**config.mk**
```make
export PLATFORM = sky130hd
export DESIGN_NAME = robot_key_encoder_flat
export DESIGN_NICKNAME = d
export VERILOG_FILES = /design/src/rtl/robot_key_encoder_if.sv /design/src/rtl/robot_key_encoder.sv /design/src/flat_wrapper.sv
export SDC_FILE = /design/constraint.sdc
export NUM_CORES = 1
export LEC_CHECK = 0
export CAP_MARGIN = 40
export CORE_MARGIN = 1
export CORE_UTILIZATION = 57
export DETAILED_ROUTE_END_ITERATION = 6
export PLACE_DENSITY = 0.9
export SETUP_SLACK_MARGIN = 0.5
export SYNTH_ARGS = -nofsm -noshare
export SYNTH_HDL_FRONTEND = slang
export SYNTH_SLANG_ARGS = --single-unit
```
**constraint.sdc**
```tcl
create_clock -name clk -period 2.23 [get_ports clk]
set_input_delay 0.223 -clock clk [delete_from_list [all_inputs] [get_ports clk]]
set_output_delay 0.223 -clock clk [all_outputs]
set_load 0.005 [all_outputs]
```
**src/rtl/robot_key_encoder_if.sv**
```systemverilog
// Key byte stream, robot alive flag and movement outputs of robot_key_encoder.
// master drives key bytes and show_valid; slave is the encoder itself.
interface robot_key_encoder_if;
  logic       key_valid;
  logic [7:0] key_data;
  logic       show_valid;
  logic [3:0] move_opr;
  logic       key_any;

  modport master (
    output key_valid,
    output key_data,
    output show_valid,
    input  move_opr,
    input  key_any
  );

  modport slave (
    input  key_valid,
    input  key_data,
    input  show_valid,
    output move_opr,
    output key_any
  );
endinterface

```
**src/rtl/robot_key_encoder.sv**
```systemverilog
// PS/2 set-2 scan-code parser tracking WASD and arrow keys, producing a registered
// {up,down,left,right} robot command with idle timeout that releases all held keys.
//
// state      | meaning
// -----------+----------------------------------------------
// ST_IDLE    | waiting for first byte of a sequence
// ST_EXT     | E0 seen, next byte is an extended make (or F0)
// ST_BRK     | F0 seen, next byte is a plain break
// ST_EXT_BRK | E0 F0 seen, next byte is an extended break
module robot_key_encoder #(
  parameter int unsigned TIMEOUT_CYCLES = 25000000
) (
  input logic               clk,
  input logic               rst,
  robot_key_encoder_if.slave bus
);

  localparam int unsigned CW = $clog2(TIMEOUT_CYCLES + 1);
  localparam logic [CW-1:0] TO_MAX  = CW'(TIMEOUT_CYCLES);
  localparam logic [CW-1:0] TO_LAST = CW'(TIMEOUT_CYCLES - 1);

  localparam int unsigned K_W     = 0;
  localparam int unsigned K_S     = 1;
  localparam int unsigned K_A     = 2;
  localparam int unsigned K_D     = 3;
  localparam int unsigned K_UP    = 4;
  localparam int unsigned K_DOWN  = 5;
  localparam int unsigned K_LEFT  = 6;
  localparam int unsigned K_RIGHT = 7;

  localparam logic [7:0] C_EXT = 8'hE0;
  localparam logic [7:0] C_BRK = 8'hF0;

  typedef enum logic [1:0] {
    ST_IDLE,
    ST_EXT,
    ST_BRK,
    ST_EXT_BRK
  } state_t;

  state_t        r_state;
  state_t        w_state_next;
  logic [7:0]    r_flags;
  logic [7:0]    w_set;
  logic [7:0]    w_clr;
  logic [CW-1:0] r_idle_cnt;
  logic          w_timeout;
  logic [3:0]    w_move;
  logic [3:0]    r_move_opr;
  logic          r_key_any;

  function automatic logic [7:0] decode_plain(input logic [7:0] code);
    logic [7:0] mask;
    mask = '0;
    case (code)
      8'h1D:   mask[K_W] = 1'b1;
      8'h1B:   mask[K_S] = 1'b1;
      8'h1C:   mask[K_A] = 1'b1;
      8'h23:   mask[K_D] = 1'b1;
      default: mask = '0;
    endcase
    return mask;
  endfunction

  function automatic logic [7:0] decode_ext(input logic [7:0] code);
    logic [7:0] mask;
    mask = '0;
    case (code)
      8'h75:   mask[K_UP]    = 1'b1;
      8'h72:   mask[K_DOWN]  = 1'b1;
      8'h6B:   mask[K_LEFT]  = 1'b1;
      8'h74:   mask[K_RIGHT] = 1'b1;
      default: mask = '0;
    endcase
    return mask;
  endfunction

  // Timeout only matters on cycles without a byte; a byte always wins.
  assign w_timeout = (r_idle_cnt == TO_LAST) && !bus.key_valid;

  always_ff @(posedge clk) begin
    if (rst) begin
      r_state <= ST_IDLE;
    end else begin
      r_state <= w_state_next;
    end
  end

  always_comb begin
    w_state_next = r_state;
    w_set        = '0;
    w_clr        = '0;
    if (bus.key_valid) begin
      case (r_state)
        ST_IDLE: begin
          if (bus.key_data == C_EXT) begin
            w_state_next = ST_EXT;
          end else if (bus.key_data == C_BRK) begin
            w_state_next = ST_BRK;
          end else begin
            w_set = decode_plain(bus.key_data);
          end
        end
        ST_EXT: begin
          if (bus.key_data == C_BRK) begin
            w_state_next = ST_EXT_BRK;
          end else if (bus.key_data == C_EXT) begin
            w_state_next = ST_EXT;
          end else begin
            w_set        = decode_ext(bus.key_data);
            w_state_next = ST_IDLE;
          end
        end
        ST_BRK: begin
          w_clr        = decode_plain(bus.key_data);
          w_state_next = ST_IDLE;
        end
        ST_EXT_BRK: begin
          w_clr        = decode_ext(bus.key_data);
          w_state_next = ST_IDLE;
        end
        default: w_state_next = ST_IDLE;
      endcase
    end else if (w_timeout) begin
      w_state_next = ST_IDLE;
    end
  end

  always_ff @(posedge clk) begin
    if (rst) begin
      r_flags <= '0;
    end else if (bus.key_valid) begin
      r_flags <= (r_flags | w_set) & ~w_clr;
    end else if (w_timeout) begin
      r_flags <= '0;
    end
  end

  always_ff @(posedge clk) begin
    if (rst) begin
      r_idle_cnt <= '0;
    end else if (bus.key_valid) begin
      r_idle_cnt <= '0;
    end else if (r_idle_cnt != TO_MAX) begin
      r_idle_cnt <= r_idle_cnt + 1'b1;
    end
  end

  // Opposing directions are deliberately not arbitrated here; the motion block decides.
  assign w_move = {r_flags[K_W] | r_flags[K_UP],
                   r_flags[K_S] | r_flags[K_DOWN],
                   r_flags[K_A] | r_flags[K_LEFT],
                   r_flags[K_D] | r_flags[K_RIGHT]};

  always_ff @(posedge clk) begin
    if (rst) begin
      r_move_opr <= 4'b0000;
      r_key_any  <= 1'b0;
    end else begin
      r_move_opr <= bus.show_valid ? w_move : 4'b0000;
      r_key_any  <= |r_flags;
    end
  end

  assign bus.move_opr = r_move_opr;
  assign bus.key_any  = r_key_any;

endmodule

```
**src/flat_wrapper.sv**
```systemverilog
// flat-port wrapper written by rule: the top's interface ports become plain ports
module robot_key_encoder_flat 
#(
  parameter int unsigned TIMEOUT_CYCLES = 25000000
)
  (clk, rst, bus_key_valid, bus_key_data, bus_show_valid, bus_move_opr, bus_key_any);
  robot_key_encoder_if bus_i ();
  input logic clk;
  input logic rst;
  input wire logic [$bits(bus_i.key_valid)-1:0] bus_key_valid;
  input wire logic [$bits(bus_i.key_data)-1:0] bus_key_data;
  input wire logic [$bits(bus_i.show_valid)-1:0] bus_show_valid;
  output wire logic [$bits(bus_i.move_opr)-1:0] bus_move_opr;
  output wire logic [$bits(bus_i.key_any)-1:0] bus_key_any;
  assign bus_i.key_valid = bus_key_valid;
  assign bus_i.key_data = bus_key_data;
  assign bus_i.show_valid = bus_show_valid;
  assign bus_move_opr = bus_i.move_opr;
  assign bus_key_any = bus_i.key_any;
  robot_key_encoder #(.TIMEOUT_CYCLES(TIMEOUT_CYCLES)) u_core (.clk(clk), .rst(rst), .bus(bus_i));
endmodule
```
* Yosys cells after proc, flatten, opt, wreduce, memory -nomap -nowiden
Index checks and enable logic that the tools add are counted.
Word-level totals: register bits 40, output and inout bits 5, word-level logic and storage cells 64
Operators by class: add/subtract/negate cells 1, equal/unequal tests 16, mux-type cells 25, bitwise logic cells 8, reductions and logical operators 9
Operators by type and width (count):
- 8-bit 2-to-1 mux | 7
- 8-bit by 7-bit equality test with 1-bit output, second input constant | 4
- 8-bit case mux with 2 select lines | 2
- 25-bit by 1-bit adder with 25-bit output, second input constant | 1
- 25-bit equality test, second input constant | 1
- 25-bit inequality test, second input constant | 1
- 8-bit by 5-bit equality test with 1-bit output, second input constant | 3
- 8-bit equality test, second input constant | 2
- 2-bit 2-to-1 mux | 5
- 1-bit 2-to-1 mux | 9
- 8-bit AND | 1
- 8-bit by 6-bit equality test with 1-bit output, second input constant | 1
- 8-bit NOT | 1
- 8-bit bitwise OR | 1
- 8-bit OR reduction | 1
- 2-bit case mux with 3 select lines | 1
- 2-bit OR reduction | 3
- 2-bit equality test, second input constant | 2
- 4-bit 2-to-1 mux | 1
- 4-bit by 2-bit inequality test with 1-bit output, second input constant | 1
- 1-bit bitwise OR | 4
- 2-bit by 1-bit equality test with 1-bit output, second input constant | 1
- 2-bit logical NOT | 1
- 2-bit AND reduction | 1
- 4 further kinds | 4

* Depth between registers and ports, before layout
word-level depth 9, depth in mapped cells 6, depth with buffers taken out 6

* Least setup slack after synthesis
Ideal clock, no wire load.
path kind register -> register, from register u_core.r_idle_cnt[1], to register u_core.r_state[0], library setup time 0.122 ns, arrival 1.739 ns, required time 2.108 ns, path slack 0.368 ns, stages on the path, launching flop included 7, clock period less this slack 1.862 ns, cell sequence dfxtp_1 ha_1 buf_4 nand3_1 or4_1 o21ai_2 o2bb2a_1
On the way: cells in the longest elaborated chain, start to end 4
RTL lines:
- from (decl) | RTL line robot_key_encoder.sv:46 | logic [CW-1:0] r_idle_cnt;
- from (signal assigned) | RTL line robot_key_encoder.sv:145 | r_idle_cnt <= r_idle_cnt + 1'b1;
- 25-bit equality test | RTL line robot_key_encoder.sv:79 | assign w_timeout = (r_idle_cnt == TO_LAST) && !bus.key_valid;
- 1-bit logical AND | RTL line robot_key_encoder.sv:79
- 2-bit nonzero test (no line)
- 2-bit AND reduction (no line)
- to (signal assigned) | RTL line robot_key_encoder.sv:85 | r_state <= w_state_next;
- to (decl) | RTL line robot_key_encoder.sv:41 | state_t r_state;
No other way between the ends. A chain may end at the register's enable or synchronous reset.

* Worst setup path after layout
from register u_core.r_idle_cnt[0], to register u_core.r_flags[5]
On the way: cells in the longest elaborated chain, start to end 3
RTL lines:
- 25-bit equality test | RTL line robot_key_encoder.sv:79
- 1-bit logical AND | RTL line robot_key_encoder.sv:79
- 2-bit nonzero test (no line)
- to (signal assigned) | RTL line robot_key_encoder.sv:133 | r_flags <= (r_flags | w_set) & ~w_clr;
- to (decl) | RTL line robot_key_encoder.sv:43 | logic [7:0] r_flags;
No other way between the ends.

==> results.cfg <==
[global_routing]
maximum_number_of_pins_on_one_net_before_global_route_repair = 23
global_route.usage.met1_pct = 34.4
grt_use_met3_pct = 7.07
antenna_violations_before_repair = 0
first_pass_grt_wire_length_mm = 9.25
grt_util_all_layers_pct = 29.8
globalRoute.totalOverflow = 0
grt_most_used_layer = met2
via_count_of_the_first_global_routing_pass = 2025
gr_met2_demand_resource_pct = 50.1

[synthesis]
yosys_register_bits = 40
yosys.area_share.simple_pct = 35.4
synth_edf_count = 0
post_synth_main_area_contributors = dfxtp_1 38%, nor2_1 4.4%, xor2_1 4.1%, nand4_1 3.8%, nand2_1 3.4%
syn-num-nets = 271
synth_commonest_cells = 40 x dfxtp_1, 25 x nor2_1, 19 x nand2_1
synth_largest_area_cell = dfxtp_1
synth-compound-area-share_pct = 15.3
async_reset_ff_share_pct = 0
yosys.area.top_type_share_pct = 37.7
yosys.area_share.adder_pct = 1.18
mappedNetlistArea_mm2 = 0.00213
dominant_combinational_cell_family_by_area_after_synthesis = simple AND/OR/NAND/NOR gates
syn_inst = 257
ys_seq_area_share_pct = 37.7
netlist-cell-type-count = 53
yosys.cell_count.top_type = dfxtp_1
xor_xnor_portion_of_the_synthesized_cell_area_pct = 4.12
synthMuxAreaShare_pct = 1.88
ys_warn_count = 0
synth.avg_cell_area_um2 = 8.27
synth_ff_type = dfxtp_1

[clocking]
cts_max_path_buffers = 2
total_clock_sinks = 40
clk-insertion-delay-late_ns = 0.29
cts-htree-levels = 2
cts-root-buf = clkbuf_8
tritoncts.num_buffers = 5
cts.clk_slew.worst_paths_ns = 0.08
cts_tree = built

[critical_path]
timing.critical_path.fanout_max = 5
critical_path.startpoint_type = register
cpPeakStageDelay_ns = 0.56
worst_ep_required_time_ns = 2.38
crit_buf_inv = 1
crit_arrival_ns = 1.99
critPathTopFamily = simple AND/OR/NAND/NOR gates
criticalPathCategory = register to register
crit_path_cell_trace = ha_4 > nand3_4 > or4_4 > o21ai_4 > buf_6 > o211ai_1
timing.critical_path.to_type = register
timing.critical_path.slowest_stage_cell = or4_4

[drt]
post_dr_vias_cell = 6.68
remaining_drc_errors = 0
drt-total-wl_mm = 6.13
drtIter0Drc = 249
route.detailed.wl_per_inst_um = 18.6
vias = 2198
route.antenna.remaining_nets = 0
first_pass_iteration_count_of_the_detailed_router = 5

[pwr]
p_per_area_mw_per_mm2 = 533
leakage_nw = 0.916
ir_worst_vdd_mv = 0.286

[placed_design]
placement.setup.worst_slack_ns = 0.139
numPortBuffers = 16
place_area_mm2 = 0.00235
detailedPlacementHpwl_mm = 3.56
globalplace.congestion = 0.903

[final_layout]
final_area_mm2 = 0.00265
antenna_cells_inserted = 0
design.final.nets = 296
layout-area-overhead-vs-synth_pct = 24.6
drive_above_1_share_pct = 20.1

[floorplanning]
floorplan.initialDensity_pct = 61.8
num_rows = 21
dieArea_mm2 = 0.00398
design.portCount = 17
core_area_mm2 = 0.00344
die_x_um = 63.1
die_height_um = 63.1

[timing]
fin_ws_ns = 0.397
setup_viol = 0
slew_viol_final = 0
timing.slew.headroom_pct = 62.9
grt_setup_unrepaired = yes
fin_crit_sh_pct = 82.2
timing.clock.skew_ns = 0.00734
timing.setup.tns_ns = 0
post-route-min-period_ns = 1.83
fmax_mhz = 546
worst_pin_slew_ns = 0.550
hold_viol = 0

[min_path]
min_path_type = register to register

[outcome]
outcome = finished clean

[flow_run]
drv.max_cap_violation_count = 0
worst reg2reg max path: stages, from the launching register on:
cell and delay (ns):
dfxtp_4 0.40, ha_4 0.16, nand3_4 0.07, or4_4 0.56
o21ai_4 0.24, buf_6 0.15, o211ai_1 0.13
cells by family after synthesis:
family	Yosys count
DFF	40
and+or+nand+nor	131
AOI/OAI and AO/OA	50
adders and majority gates	2
buffers and inverters	20
muxes	4
xor gates and xnor gates	10
metrics by stage:
stage               cells  power [mW]  hold slack [ns]  utilization (%)
detailed placement    314       0.818            0.463             68.3
global route          329        1.44            0.499             77.0
CTS                   324        1.40            0.479             73.1
floorplan             257       0.780            0.356                -
finish                329        1.41            0.478             77.0
global placement      314       0.815            0.461             68.3
placed cells by master, fill, tap and decap left out, types with 3 or more instances in the layout:
cell             netlist  final
a211oi_1               3      3
a21oi_1               12     12
a31oi_1                7      7
a41o_1                 3      3
and2_1                 6      6
and3_1                 7      6
and4_2                 3      3
buf_4                  1     13
clkbuf_8               0      5
clkdlybuf4s50_1        0     16
dfxtp_1               40     32
dfxtp_2                0      4
dfxtp_4                0      4
inv_1                  7      7
mux2i_1                4      4
nand2_1               19     18
nand2b_1               3      3
nand3_1               13     11
nand4_1               13     13
nor2_1                25     25
nor2b_1                5      4
nor3_1                 3      3
o211ai_1               5      5
o21ai_0                8      7
or3_1                  5      5
or4_1                  7      4
or4_4                  0      3
xor2_1                10     10
per-layer routing:
layer / share of wire (%) / vias to the layer above
met3: 7.5 / 36
met4: 4.9 / 0
met2: 48 / 130
met5: 0 / -
li1: - / 1004
met1: 39 / 1028
state kept, by name (all words and copies together), names as in the netlist:
| register | cells |
|---|---|
| u_core.r_state | 2 |
| u_core.bus.move_opr | 4 |
| u_core.r_idle_cnt | 25 |
| u_core.r_flags | 8 |
| u_core.bus.key_any | 1 |
cell type report:
type | count | area, um^2
clock buffer | 5 | 68.8
multi-input combinational | 197 | 1350
clock inverter | 3 | 42.5
sequential | 40 | 821
tap | 46 | 57.6
fill | 213 | 793
timing repair buffer | 31 | 280
inverter | 7 | 26.3
final timing paths:
| path | start | endpoint | slack (ns) | depth (start not counted) |
|---|---|---|---|---|
| worst min register to register | u_core.r_flags[6]$_SDFFE_PP0P_ | u_core.bus.move_opr[1]$_SDFF_PP0_ | 0.48 | 2 |
| worst max register to register | u_core.r_idle_cnt[0]$_SDFFE_PP0P_ | u_core.r_flags[5]$_SDFFE_PP0P_ | 0.40 | 6 |
| worst max-delay path | u_core.r_idle_cnt[0]$_SDFFE_PP0P_ | u_core.r_flags[5]$_SDFFE_PP0P_ | 0.40 | 6 |
| worst min-delay path | u_core.r_flags[6]$_SDFFE_PP0P_ | u_core.bus.move_opr[1]$_SDFF_PP0_ | 0.48 | 2 |
report_power, final:
| group | internal, mW | total, mW | switching [mW] | leakage, nW |
|---|---|---|---|---|
| Clock | 0.331 | 0.596 | 0.265 | 0.0541 |
| Combinational | 0.0438 | 0.100 | 0.0562 | 0.534 |
| Sequential | 0.712 | 0.715 | 0.00334 | 0.327 |
| Total | 1.09 | 1.41 | 0.324 | 0.916 |
repair_timing:
item	CTS	global route
hold buffers	0	0
gates resized for setup	9	25
setup buffers	2	5
setup endpoints to repair	7	17
pin swaps	3	6
cloned	0	0
Note: power is estimated with default switching activity, not from simulation.
